===== src/rtl/sync_test_sequencer.sv =====
// Synchronizer test sequencer: launches pattern words into a CDC datapath and times their return.
// Define SYNC_SEQ_LFSR_EN for an 8-bit LFSR pattern; otherwise an incrementing counter is used.
module sync_test_sequencer #(
  parameter int W       = 8,
  parameter int N_WORDS = 4,
  parameter int TIMEOUT = 63
) (
  input  logic         clk,
  input  logic         rst_n,
  input  logic         start,
  input  logic         abort,
  input  logic [2:0]   path,
  input  logic [W-1:0] seed,
  input  logic [W-1:0] obs_in,
  output logic [2:0]   sel,
  output logic [W-1:0] data_out,
  output logic         stb,
  output logic         pulse,
  output logic         ena_blocks,
  output logic         busy,
  output logic         done,
  output logic         pass,
  output logic [3:0]   err_cnt,
  output logic [7:0]   max_lat
);

  typedef enum logic [2:0] {IDLE, SETUP, LAUNCH, WAIT, CHECK, DONE} state_t;

  state_t       state_q, state_d;
  logic [W-1:0] sync1_q, obs_s_q, pat_q, pat_d, data_q, data_d, nxt, seed_ld;
  logic [2:0]   path_q, path_d, sel_q, sel_d;
  logic [3:0]   wcnt_q, wcnt_d, err_q, err_d;
  logic [7:0]   timer_q, timer_d, max_q, max_d;
  logic         hit_q, hit_d, stb_q, stb_d, pulse_q, pulse_d, ena_q, ena_d;
  logic         busy_q, busy_d, done_q, done_d, pass_q, pass_d, match, run;

  function automatic logic [W-1:0] next_pat(input logic [W-1:0] p);
`ifdef SYNC_SEQ_LFSR_EN
    return W'({p[6:0], p[7] ^ p[5] ^ p[4] ^ p[3]});
`else
    return p + W'(1);
`endif
  endfunction

`ifdef SYNC_SEQ_LFSR_EN
  assign seed_ld = (seed[7:0] == 8'h00) ? W'(8'h01) : W'(seed[7:0]);
`else
  assign seed_ld = seed;
`endif

  // path 101 watches a single returned bit; all other paths expect the full word back
  assign match = (path_q == 3'b101) ? obs_s_q[0] : (obs_s_q == data_q);

  always_comb begin
    state_d = state_q;
    pat_d   = pat_q;
    data_d  = data_q;
    path_d  = path_q;
    wcnt_d  = wcnt_q;
    err_d   = err_q;
    timer_d = timer_q;
    max_d   = max_q;
    hit_d   = hit_q;
    pass_d  = pass_q;
    done_d  = 1'b0;
    nxt     = next_pat(pat_q);
    if (abort && state_q != IDLE) begin
      state_d = IDLE;
      data_d  = '0;
    end else begin
      case (state_q)
        IDLE: if (start && !abort) begin
          path_d = path;
          pat_d  = seed_ld;
          err_d  = 4'd0;
          max_d  = 8'd0;
          wcnt_d = 4'(N_WORDS);
          pass_d = 1'b0;
          if (path[2:1] == 2'b11) begin
            err_d   = 4'hF;
            state_d = DONE;
          end else begin
            state_d = SETUP;
          end
        end
        SETUP: begin
          pat_d  = nxt;
          data_d = nxt;
          if (nxt != obs_s_q) state_d = LAUNCH;
        end
        LAUNCH: begin
          timer_d = 8'd0;
          state_d = WAIT;
        end
        WAIT: begin
          timer_d = timer_q + 8'd1;
          if (match) begin
            hit_d   = 1'b1;
            state_d = CHECK;
          end else if (timer_d == 8'(TIMEOUT)) begin
            hit_d   = 1'b0;
            state_d = CHECK;
          end
        end
        CHECK: begin
          if (hit_q) begin
            if (timer_q > max_q) max_d = timer_q;
          end else if (err_q != 4'hF) begin
            err_d = err_q + 4'd1;
          end
          wcnt_d  = wcnt_q - 4'd1;
          state_d = (wcnt_d == 4'd0) ? DONE : SETUP;
        end
        DONE: begin
          done_d  = 1'b1;
          pass_d  = (err_q == 4'd0);
          state_d = IDLE;
        end
        default: state_d = IDLE;
      endcase
    end
    // outputs are registered from the next state so they line up with it
    run     = (state_d == SETUP) || (state_d == LAUNCH) || (state_d == WAIT) || (state_d == CHECK);
    sel_d   = run ? path_d : 3'b000;
    ena_d   = run;
    stb_d   = (state_d == LAUNCH) && (path_d == 3'b011);
    pulse_d = (state_d == LAUNCH) && ((path_d == 3'b100) || (path_d == 3'b101));
    busy_d  = (state_d != IDLE);
  end

  always_ff @(posedge clk) begin
    if (rst_n) begin
      state_q <= IDLE;
      sync1_q <= '0;
      obs_s_q <= '0;
      pat_q   <= '0;
      data_q  <= '0;
      path_q  <= 3'b000;
      sel_q   <= 3'b000;
      wcnt_q  <= 4'd0;
      err_q   <= 4'd0;
      timer_q <= 8'd0;
      max_q   <= 8'd0;
      hit_q   <= 1'b0;
      stb_q   <= 1'b0;
      pulse_q <= 1'b0;
      ena_q   <= 1'b0;
      busy_q  <= 1'b0;
      done_q  <= 1'b0;
      pass_q  <= 1'b0;
    end else begin
      state_q <= state_d;
      sync1_q <= obs_in;
      obs_s_q <= sync1_q;
      pat_q   <= pat_d;
      data_q  <= data_d;
      path_q  <= path_d;
      sel_q   <= sel_d;
      wcnt_q  <= wcnt_d;
      err_q   <= err_d;
      timer_q <= timer_d;
      max_q   <= max_d;
      hit_q   <= hit_d;
      stb_q   <= stb_d;
      pulse_q <= pulse_d;
      ena_q   <= ena_d;
      busy_q  <= busy_d;
      done_q  <= done_d;
      pass_q  <= pass_d;
    end
  end

  assign sel        = sel_q;
  assign data_out   = data_q;
  assign stb        = stb_q;
  assign pulse      = pulse_q;
  assign ena_blocks = ena_q;
  assign busy       = busy_q;
  assign done       = done_q;
  assign pass       = pass_q;
  assign err_cnt    = err_q;
  assign max_lat    = max_q;

endmodule


===== config.mk =====
export PLATFORM = sky130hd
export DESIGN_NAME = sync_test_sequencer
export DESIGN_NICKNAME = d
export VERILOG_FILES = /design/src/rtl/sync_test_sequencer.sv
export SDC_FILE = /design/constraint.sdc
export NUM_CORES = 1
export LEC_CHECK = 0
export CORE_MARGIN = 2
export CORE_UTILIZATION = 59
export CTS_CLUSTER_SIZE = 16
export DETAILED_ROUTE_END_ITERATION = 7
export PLACE_DENSITY = 0.86
export SLEW_MARGIN = 25
export SYNTH_ARGS = -nofsm -noshare
export SYNTH_HDL_FRONTEND = slang
export SYNTH_SLANG_ARGS = --single-unit

===== constraint.sdc =====
create_clock -name clk -period 4.27 [get_ports clk]
set_input_delay 0.6405 -clock clk [delete_from_list [all_inputs] [get_ports clk]]
set_output_delay 0.6405 -clock clk [all_outputs]
set_load 0.05 [all_outputs]

* After elaboration in Yosys (flattened, before gate mapping)
Cells that the tools add are included.
** Cells by class
- Add/sub/neg operators :: 4
- Order comparisons :: 1
- Equal/unequal tests :: 23
- Multiplexer cells :: 31
- Bitwise logic cells :: 2
- Reduce and logical (&&, ||, !) cells :: 28
** Operators with widths (count)
- $pmux W8 S2 :: 3
- $mux W8 :: 4
- $mux W3 :: 10
- $mux W4 :: 5
- $eq A3 B3 Y1 const B :: 6
- $add A8 B1 Y8 const B :: 2
- $pmux W4 S2 :: 2
- $eq A3 B2 Y1 const B :: 5
- $pmux W3 S5 :: 1
- $reduce_and A3 Y1 :: 4
- $ne A2 B2 Y1 const B :: 5
- $reduce_and A5 Y1 :: 2
- $reduce_bool A2 Y1 :: 5
- $eq A8 B6 Y1 const B :: 1
- $eq A8 B8 Y1 :: 1
- $gt A8 B8 Y1 :: 1
- $logic_not A4 Y1 :: 2
- $ne A8 B8 Y1 :: 1
- $eq A3 B1 Y1 const B :: 2
- $reduce_bool A3 Y1 :: 2
- $mux W1 :: 5
- $add A4 B1 Y4 const B :: 1
- $logic_and A1 B1 Y1 :: 4
- $logic_or A1 B1 Y1 :: 4
- 9 further kinds :: 11
** Storage, ports and cells
- Bits in registers :: 72
- Bits of input ports :: 23
- Output and inout bits :: 29
- Word-level logic and storage cells :: 107

* Logic depth before layout (Yosys ltp)
- Depth after elaboration :: 12
- Depth in mapped cells :: 9
- Mapped depth without buffers :: 8

* Worst setup path before layout
OpenSTA, ideal clock, no wires.
- Kind :: register -> register
- From :: reg max_q[1], in the netlist max_lat[1]
- To :: reg max_q[0], in the netlist max_lat[0]
- Library setup time :: 0.128 ns
- Data arrival time :: 2.070 ns
- Path slack :: 2.073 ns
- Stages on the path, launching flop included :: 10
- Path buffers :: 1
- Clock period less this slack :: 2.197 ns
- Path through :: dfxtp_1 inv_1 ha_1 nor2b_1 o21ai_0 a21oi_1 o211ai_1 buf_2 mux2i_1 nor2_1
** Between the ends
- Word-level cells in the longest chain between the ends :: 3
** Ends and longest elaborated chain
- start, declared :: line 33 : logic [7:0] timer_q, timer_d, max_q, max_d;
- start signal, assigned :: line 162 : max_q <= max_d;
- $gt A8 B8 Y1 :: line 107 : if (timer_q > max_q) max_d = timer_q;
- $ne A2 B2 Y1 (no source line)
- $reduce_and A5 Y1 (no source line)
No other way between the ends.
A chain may end at the register's enable or synchronous reset.

* Final worst setup path
- From :: in abort
- To :: reg max_q[2], in the netlist max_lat[2]
** Between the ends
- Word-level cells in the longest chain between the ends :: 4
- Elaborated cells on any way between the ends :: 6
- Classes of those cells :: 1 x eq/ne; 1 x bitwise; 4 x reduce/logical
** Ends and longest elaborated chain
- start, declared :: line 11 : input logic abort,
- $logic_not A1 Y1 :: line 72 : IDLE: if (start && !abort) begin
- $logic_and A1 B1 Y1 :: line 72
- $ne A2 B2 Y1 (no source line)
- $reduce_and A5 Y1 (no source line) (*)
Mark *: on every way between the ends. The rest lies on a longest branch, timed or not.

==> results by stage <==
Setup path:
- The standard cell with the maximum stage delay on the critical path is sky130_fd_sc_hd__clkdlybuf4s50_1.
- The kind of start point of the critical path is an input pin.
- The critical path in this run is classified as in -> reg.
- The stage delay of the slowest cell on the critical path is 0.56 ns.
- The critical path goes through clkdlybuf4s50_1, nor4_1, o211ai_1, or2_2, a21oi_1.
- Counting both buffers and inverters, the worst setup path holds a total of 1.
- The endpoint type of the worst setup path is a flop.
- Of all nets on the critical path, the largest fanout is 15.
- STA puts the critical path data required time at 4.55 ns.
- The worst path arrival time is 2.84 ns.
- The cell family contributing the most delay on the critical path is simple AND/OR/NAND/NOR gates.

Clock network:
- The number of buffers inserted during clock tree synthesis is 9.
- The largest buffer count on any clock path is 2.
- The number of buffers added for setup after CTS is 0.
- The quantity of gates resized following cts is 0.
- The register clock-pin slew on the reported worst setup and hold paths is 0.09 ns.
- TritonCTS built the clock tree.
- The clock latency of the later-clocked register in the worst-skew pair is 0.36 ns.
- In this run, post-CTS hold repair placed 0 buffers.
- The maximum level of the CTS H-tree is 3.
- The number of clock sinks is 72.
- The buffer cell driving the clock tree root is sky130_fd_sc_hd__clkbuf_8.

Timing:
- The count of pins over their slew limit is 0.
- The final hold violation count is 0.
- Timing would allow up to 0.389 GHz.
- The clock arrives with 0.00539 ns of skew.
- Setup repair after global routing left no endpoint under its margin.
- In the post-route analysis, the smallest setup slack over all paths is 1.70 ns.
- The share of the clock period used by the worst path after layout is 0.601.
- The headroom to the max-slew limit is 0.357.
- For the pin with the worst max-slew slack, the measured transition is 0.960 ns.
- The setup violation total in the final timing report is 0.
- The final-layout worst hold slack is 0.448 ns.
- For the final routed database, the setup TNS stands at 0 ns.
- The worst path needs 2.57 ns of the cycle, external delays included.

Synthesis:
- After synthesis, the share of flip-flops with an asynchronous set or reset is 0.
- The predominant post-synthesis flop cell is sky130_fd_sc_hd__dfxtp_1.
- The post-synthesis instance area is 3620 sq um.
- The number of different library cells used by synthesis comes to 55.
- Synthesis produced a netlist whose cell count is 430.
- The synthesized design contains 72 register bits.
- Synthesis produced a netlist with a net count of 468.
- The number of flops mapped to enable cells by yosys is 0.
- The sequential element share of the synthesized area is 0.398.
- Yosys printed 0 warnings.
- Averaged over all synthesized cells, the footprint is 8.42 sq um.

Route:
- The routed metal-1 wire length is 3780 um.
- Wires add up to 8470 um.
- The first-pass iteration count of the detailed router is 5.
- In this run the remaining antenna-violating nets after routing total 0.
- After detailed routing, the number of remaining DRC violations is 0.
- After detailed routing, the met3 layer carries 498 um of wire.
- Dividing the detail-routed wire length by the instance count gives 15.3 um.
- The detailed route wirelength on metal2 is 4060 um.
- The top routing layer in use is met4.
- The number of vias in the routed layout is 3168.
- For this block, the initial DRC count from the detailed router was 232.
- The mean number of vias per cell is 5.74.

Power:
- The internal power component is 1070 uW.
- The total net switching power is 453 uW.
- The proportion of power drawn by combinational gates is 0.146.
- The net switching fraction of the power is 0.297.
- The overall power is 1530 uW.
- Power spread over the standard cell area amounts to 351 nW/um^2.
- The sequential share of power is 0.478.
- The worst-case vdd ir drop is 0.241 mV.
- The clock power share is 0.376.
- Summed over all cells, the static leakage comes to 0.00161 uW.

Die:
- Measured along the y axis, the die boundary spans 82.3 um.
- The number of top-level pins is 52.
- The floorplan step set the die width to 82.3 um.
- In this run the standard cell core region covers 5920 sq um.
- The overall die area is 6780 sq um.
- The initial utilization of the core area, before any placement, comes to 0.611.
- The initialized floorplan defines 28 standard-cell rows.

Finish:
- The share of post-route cells with drive strength above 1 is 0.0692.
- The number of nets in the layout is 510.
- The post-route core utilization is 0.735.
- The most common library cell in the layout ignoring fill and taps is sky130_fd_sc_hd__dfxtp_1.
- The number of antenna diodes in the final layout is 0.
- The post-synthesis to final-layout area growth is 20.3%.
- The library cells used most frequently in the layout, excluding fill and tap cells, are sky130_fd_sc_hd__dfxtp_1, sky130_fd_sc_hd__nor2_1, sky130_fd_sc_hd__clkdlybuf4s50_1.

Min path:
- The class of the tightest hold or removal check is reg -> reg.

GRT:
- The initial antenna violation count was 0.
- The number of global-route vias before repair is 2919.
- The pin count of the biggest net entering global routing is 58.
- The first-pass GRT wire length is 13500 um.
- For this run, the total global-route usage over all layers was measured as 0.264.
- The total grt overflow is 0.

Place:
- The count of input and output buffers is 51.
- The global placement routability congestion is 0.864.
- The worst slack at placement is 1.34 ns.
- The detailed-placement wirelength estimate is 5890 um.

Run status:
- The flow ran to the end, and the final reports show no timing, DRC or antenna violations.

Flow run:
- The number of max-cap violations is 0.
-- flip-flops by register name, indices dropped and copies added, names as in the netlist --
name,flops
pass,1
obs_s_q,8
pulse,1
done,1
path_q,3
stb,1
busy,1
sync1_q,8
timer_q,8
hit_q,1
state_q,3
wcnt_q,4
data_out,8
sel,3
err_cnt,4
pat_q,8
max_lat,8
ena_blocks,1
-- kinds of logic (layout without fill, tap and decap cells) --
logic type,Yosys count,count (layout),synth area share
and+or+nand+nor,184,184,0.254
muxes,5,5,0.0138
AOI/OAI and AO/OA,89,89,0.161
xor gates and xnor gates,25,25,0.0757
adders and majority gates,15,15,0.0519
DFF,72,72,0.398
buffers and inverters,40,87,0.0449
-- power groups by stage --
| stage | registers (uW) | logic [uW] | clock network, uW |
|---|---|---|---|
| 6_report | 729 | 222 | 575 |
| 5_1_grt | 733 | 241 | 611 |
| 4_1_cts | 728 | 221 | 580 |
| 3_5_place_dp | 744 | 219 | 0 |
| 3_3_place_gp | 742 | 213 | 0 |
| 2_1_floorplan | 769 | 124 | 0 |
-- synth_stat cells, drive strengths merged (4+ instances only) --
cell	n	area (sq um)
xor2	10	87.6
nand3	12	60.1
a211oi	6	45.0
mux2i	5	50.1
inv	19	71.3
o21ai	21	105
nand2	47	179
nor4	4	37.5
nor3	14	75.1
ha	15	188
xnor3	4	90.1
and3	4	25.0
buf	9	46.3
or2	8	50.1
a22oi	12	90.1
a21oi	27	146
nor2	51	191
xnor2	11	96.3
dfxtp	72	1440
clkbuf	12	45.0
nor2b	19	119
or3	4	25.0
-- final timing paths --
check	from	endpoint	slack, ns	cells past startpoint
max	abort	max_lat[2]	1.70	5
max reg2reg	timer_q[1]	max_lat[2]	1.79	7
min reg2reg	sync1_q[0]	obs_s_q[0]	0.45	1
min	sync1_q[0]	obs_s_q[0]	0.45	1
-- per-layer routing --
metal	up-vias	GRT usage
met5	-	0
li1	1572	-
met2	109	0.414
met4	0	0.105
met1	1473	0.347
met3	14	0.0717
-- stage by stage --
step           cells  cell area [sq um]
2_1_floorplan    430               3620
3_3_place_gp     536               4130
3_5_place_dp     536               4130
4_1_cts          552               4340
5_1_grt          552               4350
6_report         552               4350
-- area by class of cell --
class	count	area [sq um]
inverter	19	71.3
multi-input combinational	318	2020
tap	75	93.8
timing repair buffer	52	515
sequential	72	1440
fill	438	1570
clock inverter	7	85.1
clock buffer	9	124
No activity file was read; power rests on OpenSTA's default activity.
==> variant: new RTL, config.mk and constraints unchanged <==
Build with the macro `SYNC_SEQ_LFSR_EN` defined.
--- a/src/rtl/sync_test_sequencer.sv
+++ b/src/rtl/sync_test_sequencer.sv
@@ -1,4 +1,6 @@
 // Synchronizer test sequencer: launches pattern words into a CDC datapath and times their return.
 // Define SYNC_SEQ_LFSR_EN for an 8-bit LFSR pattern; otherwise an incrementing counter is used.
+`define SYNC_SEQ_LFSR_EN
+
 module sync_test_sequencer #(
   parameter int W       = 8,
Check against the original RTL: not equivalent (Yosys sat finds a counterexample within 4 cycles, from zero or initial values and one cycle with rst_n high).
==> variant against the original RTL <==
Non-clock buffer count up 1; final area down 7.8%; sequential cell count unchanged; via count down 13%; hold slack worse by 0.0096 ns; power down 6.5%; critical path type unchanged; cell count down 9.1%; setup slack better by 0.17 ns; first-iteration DRC count down 20%; area after synthesis down 9.1%; clock power down 18%; wire length down 20%.
==> variant: results (changes against the original RTL) <==
metric,value,unit,change
CP max-delay cell,or4_1,,was clkdlybuf4s50_1
final wirelength,6.81,mm,was 8.47 mm
Ys Warns,0,,unchanged
most area-consuming cells after synthesis,"dfxtp_1, ha_1, nor2_1",,"was dfxtp_1, nor2_1, ha_1"
wire length of the first global-routing pass,11.7,mm,was 13.5 mm
Slew headroom,57.6,%,was 35.7%
CTS buffer count,9,,unchanged
TritonRoute pass-1 iters,4,,was 5
vias in the first global route,2660,,"was 2,919"
clock latency on the worst-skew pair,0.35,ns,
Leak,1.53,nW,was 1.61 nW
Max Clock Skew,0.0143,ns,was 0.00539 ns
WP data arrival,2.67,ns,was 2.84 ns
Netlist cell types,47,,was 55
Compound-Gate Fraction of Synth Area,15.9,%,was 16.1%
PostCTS Resize Cnt,0,,unchanged
adder-cell share of the synthesized area,5.33,%,was 5.19%
"Setup Fix Bufs, Post-CTS",0,,unchanged
register area share after synthesis,43.8,%,was 39.8%
Max Fanout on Critical Path,10,,was 15
Max VDD drop,0.272,mV,was 0.241 mV
slowest cell delay on critical path,0.80,ns,was 0.56 ns
commonest cells in the netlist,"dfxtp_1, nor2_1, nand2_1",,unchanged
share of layout cells above drive strength 1,6.05,%,was 6.92%
Final nets,462,,was 510
post-synthesis mux area share,1.22,%,was 1.38%
Antenna diodes,0,,unchanged
"delay-heaviest family, CP",simple AND/OR/NAND/NOR gates,,unchanged
pin count of the biggest net entering global routing,56,,was 58
Detail Placement HPWL,4.78,mm,was 5.89 mm
Syn Nets,413,,was 468
ys async rst share,0,%,unchanged
Routability Congestion,0.806,,was 0.864
outcome,completed,,unchanged
Overall Global Routing Usage,23.7,%,was 26.4%
xor/xnor share of the synthesized area,6.13,%,was 7.57%
IO Port Bufs,51,,unchanged
Starting DRT DRC Count,185,,was 232
Vias/cell,5.49,,was 5.74
"Reg clk slew, reported paths",0.07,ns,was 0.09 ns
initial antenna violation count,0,,unchanged
==> variant: worst paths after layout <==
| check | startpoint | end | slack [ns] | cells past startpoint |
|---|---|---|---|---|
| min reg2reg | sync1_q[2]$_SDFF_PP0_ | obs_s_q[2]$_SDFF_PP0_ | 0.44 | 1 |
| min | sync1_q[2]$_SDFF_PP0_ | obs_s_q[2]$_SDFF_PP0_ | 0.44 | 1 |
| max reg2reg | state_q[2]$_SDFF_PP0_ | max_lat[7]$_SDFFE_PP0P_ | 2.05 | 4 |
| max | abort | max_lat[7]$_SDFFE_PP0P_ | 1.88 | 4 |
==> variant: area by class of cell <==
cell class / instances / area (µm²)
Multi-Input combinational cell: 273 / 1730
Clock buffer: 10 / 128
Fill cell: 422 / 1430
Timing Repair Buffer: 53 / 520
Tap cell: 72 / 90.1
Clock inverter: 6 / 46.3
Sequential cell: 72 / 1440
Inverter: 16 / 60.1
==> variant: cell families after synthesis <==
family                     after synthesis
buffers and inverters                   31
xor gates and xnor gates                23
and+or+nand+nor                        155
adders and majority gates               14
AOI/OAI and AO/OA                       77
muxes                                    4
DFF                                     72
==> variant: report_power, final <==
group	total, mW	internal (mW)	switching (mW)
Sequential	0.734	0.701	0.0331
Combinational	0.219	0.0911	0.128
Clock	0.474	0.212	0.261
Total	1.43	1.00	0.422
==> variant: metal layers <==
layer | GRT usage, % | up-vias | routed length, µm
li1 | - | 1400 | -
met3 | 6.21 | 11 | 330
met2 | 37.2 | 63 | 3210
met4 | 10.5 | 0 | 105
met1 | 30.7 | 1280 | 3160
met5 | 0 | - | 0
==> variant: stage by stage <==
stage          cells  area, µm²  setup slack (ns)
6_report         502       4010              1.88
3_3_place_gp     486       3840              1.59
2_1_floorplan    376       3290              2.01
5_1_grt          502       4010              1.74
4_1_cts          502       4010              1.90
3_5_place_dp     486       3840              1.55
